### config.mk
export PLATFORM = sky130hd
export DESIGN_NAME = param_clock_divider
export DESIGN_NICKNAME = d
export VERILOG_FILES = /design/src/rtl/div_pkg.sv /design/src/rtl/div_phase_counter.sv /design/src/rtl/param_clock_divider.sv
export SDC_FILE = /design/constraint.sdc
export NUM_CORES = 1
export LEC_CHECK = 0
export CAP_MARGIN = 20
export CORE_AREA = 2 2 87 89
export DETAILED_ROUTE_END_ITERATION = 8
export DIE_AREA = 0 0 89 91
export GPL_ROUTABILITY_DRIVEN = 0
export HOLD_SLACK_MARGIN = 0.06
export SLEW_MARGIN = 20
export SYNTH_ARGS = -nofsm -noshare
export SYNTH_HDL_FRONTEND = slang
export SYNTH_SLANG_ARGS = --single-unit
### constraint.sdc
create_clock -name clock50 -period 2.15 [get_ports clock50]
set_input_delay 0.215 -clock clock50 [delete_from_list [all_inputs] [get_ports clock50]]
set_output_delay 0.215 -clock clock50 [all_outputs]
set_load 0.01 [all_outputs]
### src/rtl/div_pkg.sv
// Shared definitions for the programmable clock-enable divider:
// FSM state encoding and the default phase lengths used after reset.
package div_pkg;

  typedef enum logic [1:0] {
    ST_IDLE = 2'd0,
    ST_HIGH = 2'd1,
    ST_LOW  = 2'd2
  } div_state_e;

  localparam int DEF_HIGH_LEN = 6;
  localparam int DEF_LOW_LEN  = 6;

endpackage

### src/rtl/div_phase_counter.sv
// Down-counter shared by the high and low phases. It is loaded with
// (phase length - 1) on the first cycle of a phase; tc marks the last cycle.
module div_phase_counter #(
  parameter int CNT_W = 8
) (
  input  logic             clk,
  input  logic             rst,
  input  logic             load,
  input  logic [CNT_W-1:0] load_val,
  input  logic             cnt_en,
  output logic [CNT_W-1:0] cnt,
  output logic             tc
);

  // Load has priority; counting stops at zero so an idle counter stays put
  always_ff @(posedge clk) begin
    if (rst)                       cnt <= '0;
    else if (load)                 cnt <= load_val;
    else if (cnt_en && cnt != '0)  cnt <= cnt - CNT_W'(1);
  end

  assign tc = (cnt == '0);

endmodule

### src/rtl/param_clock_divider.sv
// Runtime-programmable divided clock with independent high/low phase
// lengths, registered rise/fall strobes and shadowed configuration that
// is applied only at period boundaries (or while idle).
// Optional mid-low-phase strobe: define PARAM_CLOCK_DIVIDER_MID_STROBE_EN.
module param_clock_divider
  import div_pkg::*;
#(
  parameter int CNT_W    = 8,
  parameter int DEF_HIGH = DEF_HIGH_LEN,
  parameter int DEF_LOW  = DEF_LOW_LEN
) (
  input  logic             clock50,
  input  logic             reset,
  input  logic             enable,
  input  logic             cfg_load,
  input  logic [CNT_W-1:0] cfg_high,
  input  logic [CNT_W-1:0] cfg_low,
  output logic             div_clk,
  output logic             rise_stb,
  output logic             fall_stb,
  output logic             busy,
  output logic             mid_low_stb
);

  localparam logic [CNT_W-1:0] DEF_H = CNT_W'(DEF_HIGH);
  localparam logic [CNT_W-1:0] DEF_L = CNT_W'(DEF_LOW);

  // A zero length behaves as one cycle; the counter is loaded with len-1
  function automatic logic [CNT_W-1:0] ld_val(input logic [CNT_W-1:0] len);
    return (len == '0) ? '0 : len - CNT_W'(1);
  endfunction

  div_state_e       state_q, state_d;
  logic [CNT_W-1:0] act_high, act_low, shd_high, shd_low, eff_high;
  logic             apply, load, cnt_en, tc;
  logic [CNT_W-1:0] load_val, cnt;

  // A pending shadow takes effect on the HIGH entry that applies it
  assign eff_high = busy ? shd_high : act_high;

  div_phase_counter #(.CNT_W(CNT_W)) u_cnt (
    .clk      (clock50),
    .rst      (reset),
    .load     (load),
    .load_val (load_val),
    .cnt_en   (cnt_en),
    .cnt      (cnt),
    .tc       (tc)
  );

  // Next-state, counter control and shadow-apply decision
  always_comb begin
    state_d  = state_q;
    load     = 1'b0;
    load_val = '0;
    cnt_en   = 1'b0;
    apply    = 1'b0;
    case (state_q)
      ST_IDLE: begin
        apply = busy;
        if (enable) begin
          state_d  = ST_HIGH;
          load     = 1'b1;
          load_val = ld_val(eff_high);
        end
      end
      ST_HIGH: begin
        if (tc) begin
          state_d  = ST_LOW;
          load     = 1'b1;
          load_val = ld_val(act_low);
        end else begin
          cnt_en = 1'b1;
        end
      end
      ST_LOW: begin
        if (tc) begin
          if (enable) begin
            state_d  = ST_HIGH;
            load     = 1'b1;
            load_val = ld_val(eff_high);
            apply    = busy;
          end else begin
            state_d = ST_IDLE;
          end
        end else begin
          cnt_en = 1'b1;
        end
      end
      default: state_d = ST_IDLE;
    endcase
  end

  // State register and registered clock/strobe outputs
  always_ff @(posedge clock50) begin
    if (reset) begin
      state_q  <= ST_IDLE;
      div_clk  <= 1'b0;
      rise_stb <= 1'b0;
      fall_stb <= 1'b0;
    end else begin
      state_q  <= state_d;
      div_clk  <= (state_d == ST_HIGH);
      rise_stb <= (state_d == ST_HIGH) && (state_q != ST_HIGH);
      fall_stb <= (state_d == ST_LOW)  && (state_q != ST_LOW);
    end
  end

  // Shadow capture and apply; a load on the apply cycle keeps busy set
  always_ff @(posedge clock50) begin
    if (reset) begin
      act_high <= DEF_H;
      act_low  <= DEF_L;
      shd_high <= DEF_H;
      shd_low  <= DEF_L;
      busy     <= 1'b0;
    end else begin
      if (apply) begin
        act_high <= shd_high;
        act_low  <= shd_low;
      end
      if (cfg_load) begin
        shd_high <= cfg_high;
        shd_low  <= cfg_low;
        busy     <= 1'b1;
      end else if (apply) begin
        busy <= 1'b0;
      end
    end
  end

`ifdef PARAM_CLOCK_DIVIDER_MID_STROBE_EN
  logic [CNT_W-1:0] cnt_nxt, low_c, mid_cnt;

  // LOW index floor(low/2) corresponds to a remaining count of
  // (low-1) - floor(low/2); predict it from the counter's next value
  always_comb begin
    low_c   = (act_low == '0) ? CNT_W'(1) : act_low;
    mid_cnt = ld_val(act_low) - (low_c >> 1);
    if (load)                     cnt_nxt = load_val;
    else if (cnt_en && cnt != '0) cnt_nxt = cnt - CNT_W'(1);
    else                          cnt_nxt = cnt;
  end

  // Registered mid-low strobe, aligned with the other strobes
  always_ff @(posedge clock50) begin
    if (reset) mid_low_stb <= 1'b0;
    else       mid_low_stb <= (state_d == ST_LOW) && (cnt_nxt == mid_cnt);
  end
`else
  logic unused_cnt;
  assign unused_cnt  = ^cnt;
  assign mid_low_stb = 1'b0;
`endif

endmodule

==> results of run 1 <==
-- registers in the layout, indices dropped and copies added, names as in the netlist --
| name | cells |
|---|---|
| act_high | 8 |
| shd_low | 8 |
| state_q | 2 |
| act_low | 8 |
| rise_stb | 1 |
| fall_stb | 1 |
| busy | 1 |
| shd_high | 8 |
| div_clk | 1 |
| u_cnt.cnt | 8 |
-- placed cells by master, fill, tap and decap left out, types with 3 or more instances in the layout --
cell,n
a211o_1,4
a211oi_1,4
a21oi_1,25
a31oi_1,3
buf_4,9
clkbuf_8,5
clkdlybuf4s50_1,23
dfxtp_1,46
ha_1,8
inv_1,9
mux2i_1,21
nand2_1,43
nand3b_1,4
nor2_1,26
nor2b_1,4
nor3_1,12
nor4_1,3
o21ai_0,7
o21ai_1,4
xnor2_1,10
xor2_1,9
-- cells in the mapped netlist (all sizes together), types with 2 or more instances --
cell | instances | area, µm²
nand2 | 44 | 165.2
a31oi | 3 | 18.77
nand3 | 4 | 25.02
nor3 | 12 | 60.06
nor2b | 4 | 25.02
a21boi | 2 | 18.77
a211o | 4 | 35.03
buf | 5 | 35.02
dfxtp | 46 | 920.9
nor4 | 4 | 31.28
and2 | 3 | 18.77
a211oi | 6 | 50.05
xnor2 | 10 | 87.58
nor4b | 2 | 17.52
mux2i | 21 | 210.2
nor3b | 3 | 27.52
inv | 9 | 33.78
xor2 | 9 | 78.83
nand3b | 4 | 30.03
ha | 9 | 112.6
nor2 | 26 | 97.59
a21oi | 25 | 125.1
clkbuf | 7 | 26.28
o21ai | 11 | 55.05
-- kinds of logic (layout without fill, tap and decap cells) --
group,count (synthesis),count (layout),share of synthesized area [%]
simple gates,112,112,22.56
compound gates,58,58,15.59
flops,46,46,37.74
mux,21,21,8.615
buf+inv,21,49,3.897
xor+xnor,19,19,6.821
fa+ha+maj,9,9,4.615
other cells,1,1,0.1537
-- worst min-delay path, stage by stage (launching register included) --
cell and delay, ns:
dfxtp_1 0.32, nand2_1 0.05, a21oi_1 0.05
-- power by group --
part           total, W  internal (W)  leakage [nW]  switching (W)
Sequential      0.00111      0.000982         0.378       0.000130
Combinational   0.00128      0.000596         0.678       0.000688
Clock          0.000639      0.000342        0.0579       0.000297
-- stage by stage --
| stage | hold slack (ns) | setup TNS (ns) | total power (W) | utilization [%] | instances |
|---|---|---|---|---|---|
| floorplan | 0.3329 | 0 | 0.001930 | - | 287 |
| global placement | 0.4423 | 0 | 0.002251 | 39.03 | 404 |
| detailed placement | 0.4464 | 0 | 0.002270 | 39.03 | 404 |
| CTS | 0.4595 | 0 | 0.002935 | 40.64 | 412 |
| global route | 0.4839 | -0.01445 | 0.003267 | 41.36 | 414 |
| finish | 0.4570 | 0 | 0.003035 | 41.36 | 414 |
-- path summary, 6_finish.rpt --
path,startpoint,to,cells after the start
max,u_cnt.cnt[0],u_cnt.cnt[6],8
min reg2reg,shd_low[6],act_low[6],2
min,shd_low[6],act_low[6],2
max reg2reg,u_cnt.cnt[0],u_cnt.cnt[6],8
-- routing by layer --
layer	vias up	track usage, %
met5	-	0
met4	0	4.975
met3	4	3.091
met2	44	22.45
met1	955	18.47
li1	1051	-
-- timing repair --
action                                  CTS  global route
cloned                                    0             0
setup buffers                             0             2
gates resized for setup                   1            11
pin swaps                                 0             1
endpoints found under the setup margin    1            24
-- area by class of cell --
class / instances / area (µm²)
Timing Repair Buffer: 32 / 297.8
Fill cell: 759 / 4185
Tap cell: 99 / 123.9
Clock buffer: 5 / 68.82
Multi-Input combinational cell: 220 / 1466
Inverter: 9 / 33.78
Sequential cell: 46 / 920.9
Clock inverter: 3 / 40.04
==> metrics.txt, run 1 <==
die area 0.008099 mm²; critical-path maximum fanout 8; cell area after synthesis 0.002440 mm²; gr usage total 14.05%; FMAX 495.9 MHz; CP max stage delay 0.33 ns; post-route worst setup slack 0.1334 ns; average cell area after synthesis 8.501 µm²; Detailed Place HPWL 3863 µm; total CTS buffers 5; crit start category register; final WL 5231 µm; P_leak 1.114 nW; period utilisation layout 93.80%; routed len/inst 12.64 µm; TritonCTS clock tree yes; ys flop type dfxtp_1; initial antenna violation count 0; critical path capture point type register; Setup CP Type reg -> reg; H-Tree Depth 2; total grt overflow 0; number of synthesized flops with an enable pin 0; Hold-fix buffers, CTS 0; status complete, no violations; Ports 25; DR DRC count 0; Top Layer Used met4; met3 wire length 260 µm; Max Slew Vio Count 0; final setup vio count 0; post-synth cell types 47; crit-path cells inv_1, ha_2, nor3b_4, and2_4, nand3_4, a32oi_4, a21oi_1, a211oi_1; Max-Cap Viols 0; Synth Register Bits 46; Post-Route Skew 0.003642 ns; ANT cells 0; Worst Path Arrival 2.24 ns; dpl ws 0.01545 ns; synth warn 0; final hold vios 0; CP max-delay cell dfxtp_1; row cnt 31; Syn Inst Count 287; Tightest Hold Check Type reg -> reg; first-pass GRT wire length 9066 µm; worst vdd ir 0.3792 mV; Clock Latency Late Sink 0.30 ns; Initial Utilization 34.19%; vias 2054; share of layout cells above drive strength 1 10.16%; worst path bufs/invs 1; die height 91 µm; Slew headroom 66.40%; Die Wd 89 µm; fin crit period 2.017 ns; clock sink count 46; Layout Nets 343; metal2 WL 2499 µm; Post-DP Area 0.002785 mm²; Met1 Wirelength 2406 µm; Post-DRT Antenna Nets 0; Area Growth Syn to Fin 20.97%; reg-to-reg setup timing slack 0.13 ns; Initial DRT Pass Iterations 5; vias in the first global route 2019; syn_nets 316; Tightest Pin Transition 0.4995 ns; power per cell area 1028 mW/mm²; port bufs 23; root buffer cell clkbuf_8; CP delay by family, top compound AO/OA/AOI/OAI gates; Clock transition at path regs 0.09 ns; Clock Path Buffers 2; register area share after synthesis 37.74%; Via density 4.961; drt initial violations 126; fin area 0.002952 mm²; WP data required 2.37 ns; largest net degree at the start of global routing 23; Async SR Flop Fraction 0%; Core ar. 0.007137 mm²
(Power assumes the default switching activity.)
==> inputs of run 2 (changes only) <==
--- a/config.mk
+++ b/config.mk
@@ -11,6 +11,7 @@
 export DIE_AREA = 0 0 89 91
 export GPL_ROUTABILITY_DRIVEN = 0
 export HOLD_SLACK_MARGIN = 0.06
+export SETUP_SLACK_MARGIN = 0.5
 export SLEW_MARGIN = 20
 export SYNTH_ARGS = -nofsm -noshare
 export SYNTH_HDL_FRONTEND = slang
==> constraint.sdc (replaced) <==
create_clock -name clock50 -period 1.6 [get_ports clock50]
set_input_delay 0.16 -clock clock50 [delete_from_list [all_inputs] [get_ports clock50]]
set_output_delay 0.16 -clock clock50 [all_outputs]
set_load 0.01 [all_outputs]
==> metrics.txt, run 2 (synthesis gave the netlist of run 1 again) <==
routed len/inst 12.84 µm; vias 2265; post-route worst setup slack -0.2730 ns; drt initial violations 94; Initial Utilization 34.19%; row cnt 31; fin crit period 1.873 ns; crit start category register; placed cells 450; worst vdd ir 0.5754 mV; Most Frequent Cell on Critical Path buf_4; RSZ-0062 raised after global routing true; vias in the first global route 2155; status finished, violations left; Detailed Place HPWL 4172 µm; Tightest Hold Check Type in -> reg; critical-path maximum fanout 8; leading cell type in the layout, fill and taps excluded buf_4; Clock Path Buffers 2; TNS Setup -5.992 ns; Fillers 686; worst path bufs/invs 3; CP max stage delay 0.34 ns; die area 0.008099 mm²; Core ar. 0.007137 mm²; FMAX 533.9 MHz; WP data required 1.84 ns; ANT cells 0; Post-DRT Antenna Nets 0; critical path capture point type register; P_leak 1.462 nW; Worst Hold Margin 0.4391 ns; die height 91 µm; Post-DP Area 0.003248 mm²; clock sink count 46; Clock transition at path regs 0.09 ns; final hold vios 0; DR DRC count 0; root buffer cell clkbuf_8; Clock Latency Late Sink 0.30 ns; largest net degree at the start of global routing 44; H-Tree Depth 2; fin cells 473; Ports 25; Worst Path Arrival 2.11 ns; gr usage total 15.09%; Area Growth Syn to Fin 47.38%; CP max-delay cell o32a_1; initial antenna violation count 0; failing checks negative setup slack; Layout Nets 402; total CTS buffers 5; CP delay by family, top simple AND/OR/NAND/NOR gates; Max Slew Vio Count 0; share of layout cells above drive strength 1 31.28%; Setup CP Type reg -> reg; period utilisation layout 117.1%; Initial DRT Pass Iterations 4; port bufs 23; most frequent cells in the layout 59 x buf_4, 42 x dfxtp_1, 40 x nand2_1; final WL 6075 µm; Post-Route Skew 0.006002 ns; final setup vio count 31; TritonCTS clock tree yes; power per cell area 1408 mW/mm²; Die Wd 89 µm; fin area 0.003596 mm²; Max-Cap Viols 0; total grt overflow 0; Reg area 925.9 µm²; Via density 4.789; first-pass GRT wire length 9811 µm; crit-path cells inv_2, ha_4, nor3b_4, and2_4, buf_4, buf_4, nand3_4, o32a_1, a21oi_1; multi-input logic area 0.001632 mm²
-- run 2: repair_timing --
item | 4_1_cts | 5_1_grt
buffers inserted | 4 | 9
endpoints found under the setup margin | 34 | 31
cloned | 0 | 2
pin swaps | 20 | 7
gates resized for setup | 17 | 22
hold buffers | 0 | 0
-- run 2: final timing paths --
kind / cells after the start / slack, ns / end / startpoint
max reg2reg: 9 / -0.27 / u_cnt.cnt[4] / u_cnt.cnt[0]
min reg2reg: 2 / 0.46 / act_low[5] / shd_low[5]
max: 9 / -0.27 / u_cnt.cnt[4] / u_cnt.cnt[0]
min: 2 / 0.44 / shd_low[1] / cfg_low[1]
-- run 2: final cells by class --
cell class / count / share of cell area [%]
Inverter: 9 / 0.9395
Clock inverter: 2 / 0.3479
Clock buffer: 6 / 2.296
Timing Repair Buffer: 90 / 21.85
Multi-Input combinational cell: 221 / 45.37
Sequential cell: 46 / 25.75
Tap cell: 99 / 3.445
-- run 2: where the power goes --
part | leakage [nW] | internal, W | total [W] | switching (W)
registers | 0.378 | 0.00132 | 0.00145 | 0.000125
clock network | 0.0472 | 0.000348 | 0.000747 | 0.000399
logic | 1.04 | 0.00150 | 0.00287 | 0.00136
-- run 2: metrics by stage --
step                util, %  worst slack, ns  total power [W]
finish                50.39          -0.2730         0.005063
global route          50.39          -0.3738         0.005393
CTS                   47.76          -0.2137         0.004563
detailed placement    45.51          -0.2717         0.003668
global placement      45.51          -0.2086         0.003626
floorplan                 -          -0.1322         0.002790
-- run 2: per-layer routing --
metal	track usage (%)	part of all wire [%]	up-vias	routed length, µm
met3	2.727	3.0	11	181
met5	0	0	-	0
met2	23.51	48	33	2916
li1	-	-	1176	-
met4	5.721	1.9	0	114
met1	20.54	47	1045	2863
==> inputs of run 3 (changes only) <==
--- a/config.mk
+++ b/config.mk
@@ -6,9 +6,9 @@
 export NUM_CORES = 1
 export LEC_CHECK = 0
 export CAP_MARGIN = 20
-export CORE_AREA = 2 2 87 89
+export CORE_AREA = 2 2 82 84
 export DETAILED_ROUTE_END_ITERATION = 8
-export DIE_AREA = 0 0 89 91
+export DIE_AREA = 0 0 84 86
 export GPL_ROUTABILITY_DRIVEN = 0
 export HOLD_SLACK_MARGIN = 0.06
 export SETUP_SLACK_MARGIN = 0.5
==> metrics.txt, run 3 (synthesis gave the netlist of run 1 again) <==
Setup CP Type reg -> reg; final WL 5850 µm; beginning of the worst hold path cfg_low[1]; total CTS buffers 5; initial antenna violation count 0; gr usage total 16.76%; final setup vio count 30; drt initial violations 42; ANT cells 0; crit path launch u_cnt.cnt[0]; share of layout cells above drive strength 1 32.14%; most frequent cells in the layout 48 x buf_4, 43 x dfxtp_1, 35 x nand2_1; Initial DRT Pass Iterations 4; Layout Nets 393; routed len/inst 13.27 µm; DR DRC count 0; row cnt 29; die area 0.007224 mm²; power per cell area 1337 mW/mm²; root buffer cell clkbuf_8; Initial Utilization 38.87%; Detailed Place HPWL 4234 µm; Worst Reg-to-Reg Cells 10; critical-path maximum fanout 8; largest net degree at the start of global routing 23; P_leak 1.448 nW; failing checks negative setup slack; die height 86 µm; clock sink count 46; fin crit period 1.850 ns; Clock transition at path regs 0.09 ns; critical path capture point type register; total grt overflow 0; post-layout utilization of the core 56.71%; RSZ-0062 raised after global routing true; FMAX 540.5 MHz; Ports 25; Via density 5.068; Max-Cap Viols 0; crit-path cells inv_2, ha_4, nor3b_4, and2_4, nand3_4, buf_12, a21boi_4, clkbuf_16, nand2_1, a21oi_1; CP max stage delay 0.33 ns; WP data required 1.84 ns; TritonCTS clock tree yes; port bufs 23; Max Slew Vio Count 0; Area Growth Syn to Fin 45.90%; Post-Route Skew 0.008041 ns; status finished, violations left; r2r startpoint u_cnt.cnt[0]; vias 2235; Core ar. 0.006277 mm²; worst vdd ir 0.6637 mV; TNS Setup -5.516 ns; Fillers 589; Hold-fix buffers, CTS 0; Worst Hold Margin 0.4366 ns; first-pass GRT wire length 9832 µm; Worst Path Arrival 2.09 ns; overall power 0.004761 W; reg2reg end act_high[6]; crit start category register; reg-to-reg setup timing slack -0.25 ns; leading cell type in the layout, fill and taps excluded buf_4; Clock Latency Late Sink 0.30 ns; H-Tree Depth 2; final hold vios 0; critical path capture point act_high[6]; Post-DRT Antenna Nets 0; Die Wd 84 µm; Tightest Hold Check Type in -> reg; period utilisation layout 115.6%; CP max-delay cell dfxtp_2; vias in the first global route 2224; post-route worst setup slack -0.2503 ns; Clock Path Buffers 2
[run 3: repair_timing]
item | 4_1_cts | 5_1_grt
pin swaps | 8 | 9
cloned | 0 | 1
endpoints found under the setup margin | 34 | 31
gates resized for setup | 30 | 23
setup buffers | 7 | 2
[run 3: layer usage]
| layer | GRT usage [%] | share of wire (%) | vias up |
|---|---|---|---|
| met5 | 0 | 0 | - |
| met4 | 7.038 | 2.0 | 0 |
| met3 | 3.561 | 2.9 | 10 |
| met2 | 29.82 | 51 | 34 |
| met1 | 19.60 | 44 | 1035 |
| li1 | - | - | 1156 |
[run 3: layout make-up]
| cell class | count | area (µm²) | share of cell area [%] |
|---|---|---|---|
| Multi-Input combinational cell | 220 | 1645 | 46.22 |
| Clock buffer | 5 | 68.82 | 1.933 |
| Clock inverter | 2 | 15.01 | 0.4218 |
| Inverter | 9 | 33.78 | 0.9490 |
| Sequential cell | 46 | 927.1 | 26.05 |
| Tap cell | 77 | 96.34 | 2.707 |
| Timing Repair Buffer | 82 | 773.2 | 21.72 |
[run 3: how the worst min path moves through the flow]
stage                  end  slack (ns)  cells after the start
6_report        shd_low[1]        0.44                      2
4_1_cts         shd_low[1]        0.43                      2
2_1_floorplan  shd_high[1]        0.28                      1
3_3_place_gp    act_low[6]        0.44                      2
5_1_grt        shd_high[2]        0.44                      2
3_5_place_dp    act_low[2]        0.44                      2
[run 3: worst max-delay path, delay by kind of cell (launching register included)]
family	cells	cell delay [ns]
AO/OA/AOI/OAI	2	0.32
AND/OR/NAND/NOR	4	0.59
flip-flops	1	0.33
buffers and inverters	3	0.43
adder cells (fa/ha/maj)	1	0.12
[run 3: report_power, final]
part           switching, W  internal (W)
Clock              0.000396      0.000299
Sequential         0.000132       0.00132
Combinational       0.00123       0.00138
Total               0.00176       0.00300
[run 3: metrics by stage]
step                      cells  worst slack (ns)  area, µm²
after global routing        441           -0.3390       3560
after detailed placement    424           -0.2149       3216
after global placement      424           -0.1606       3216
final                       441           -0.2503       3560
after floorplan             287           -0.1322       2539
after CTS                   438           -0.2441       3441
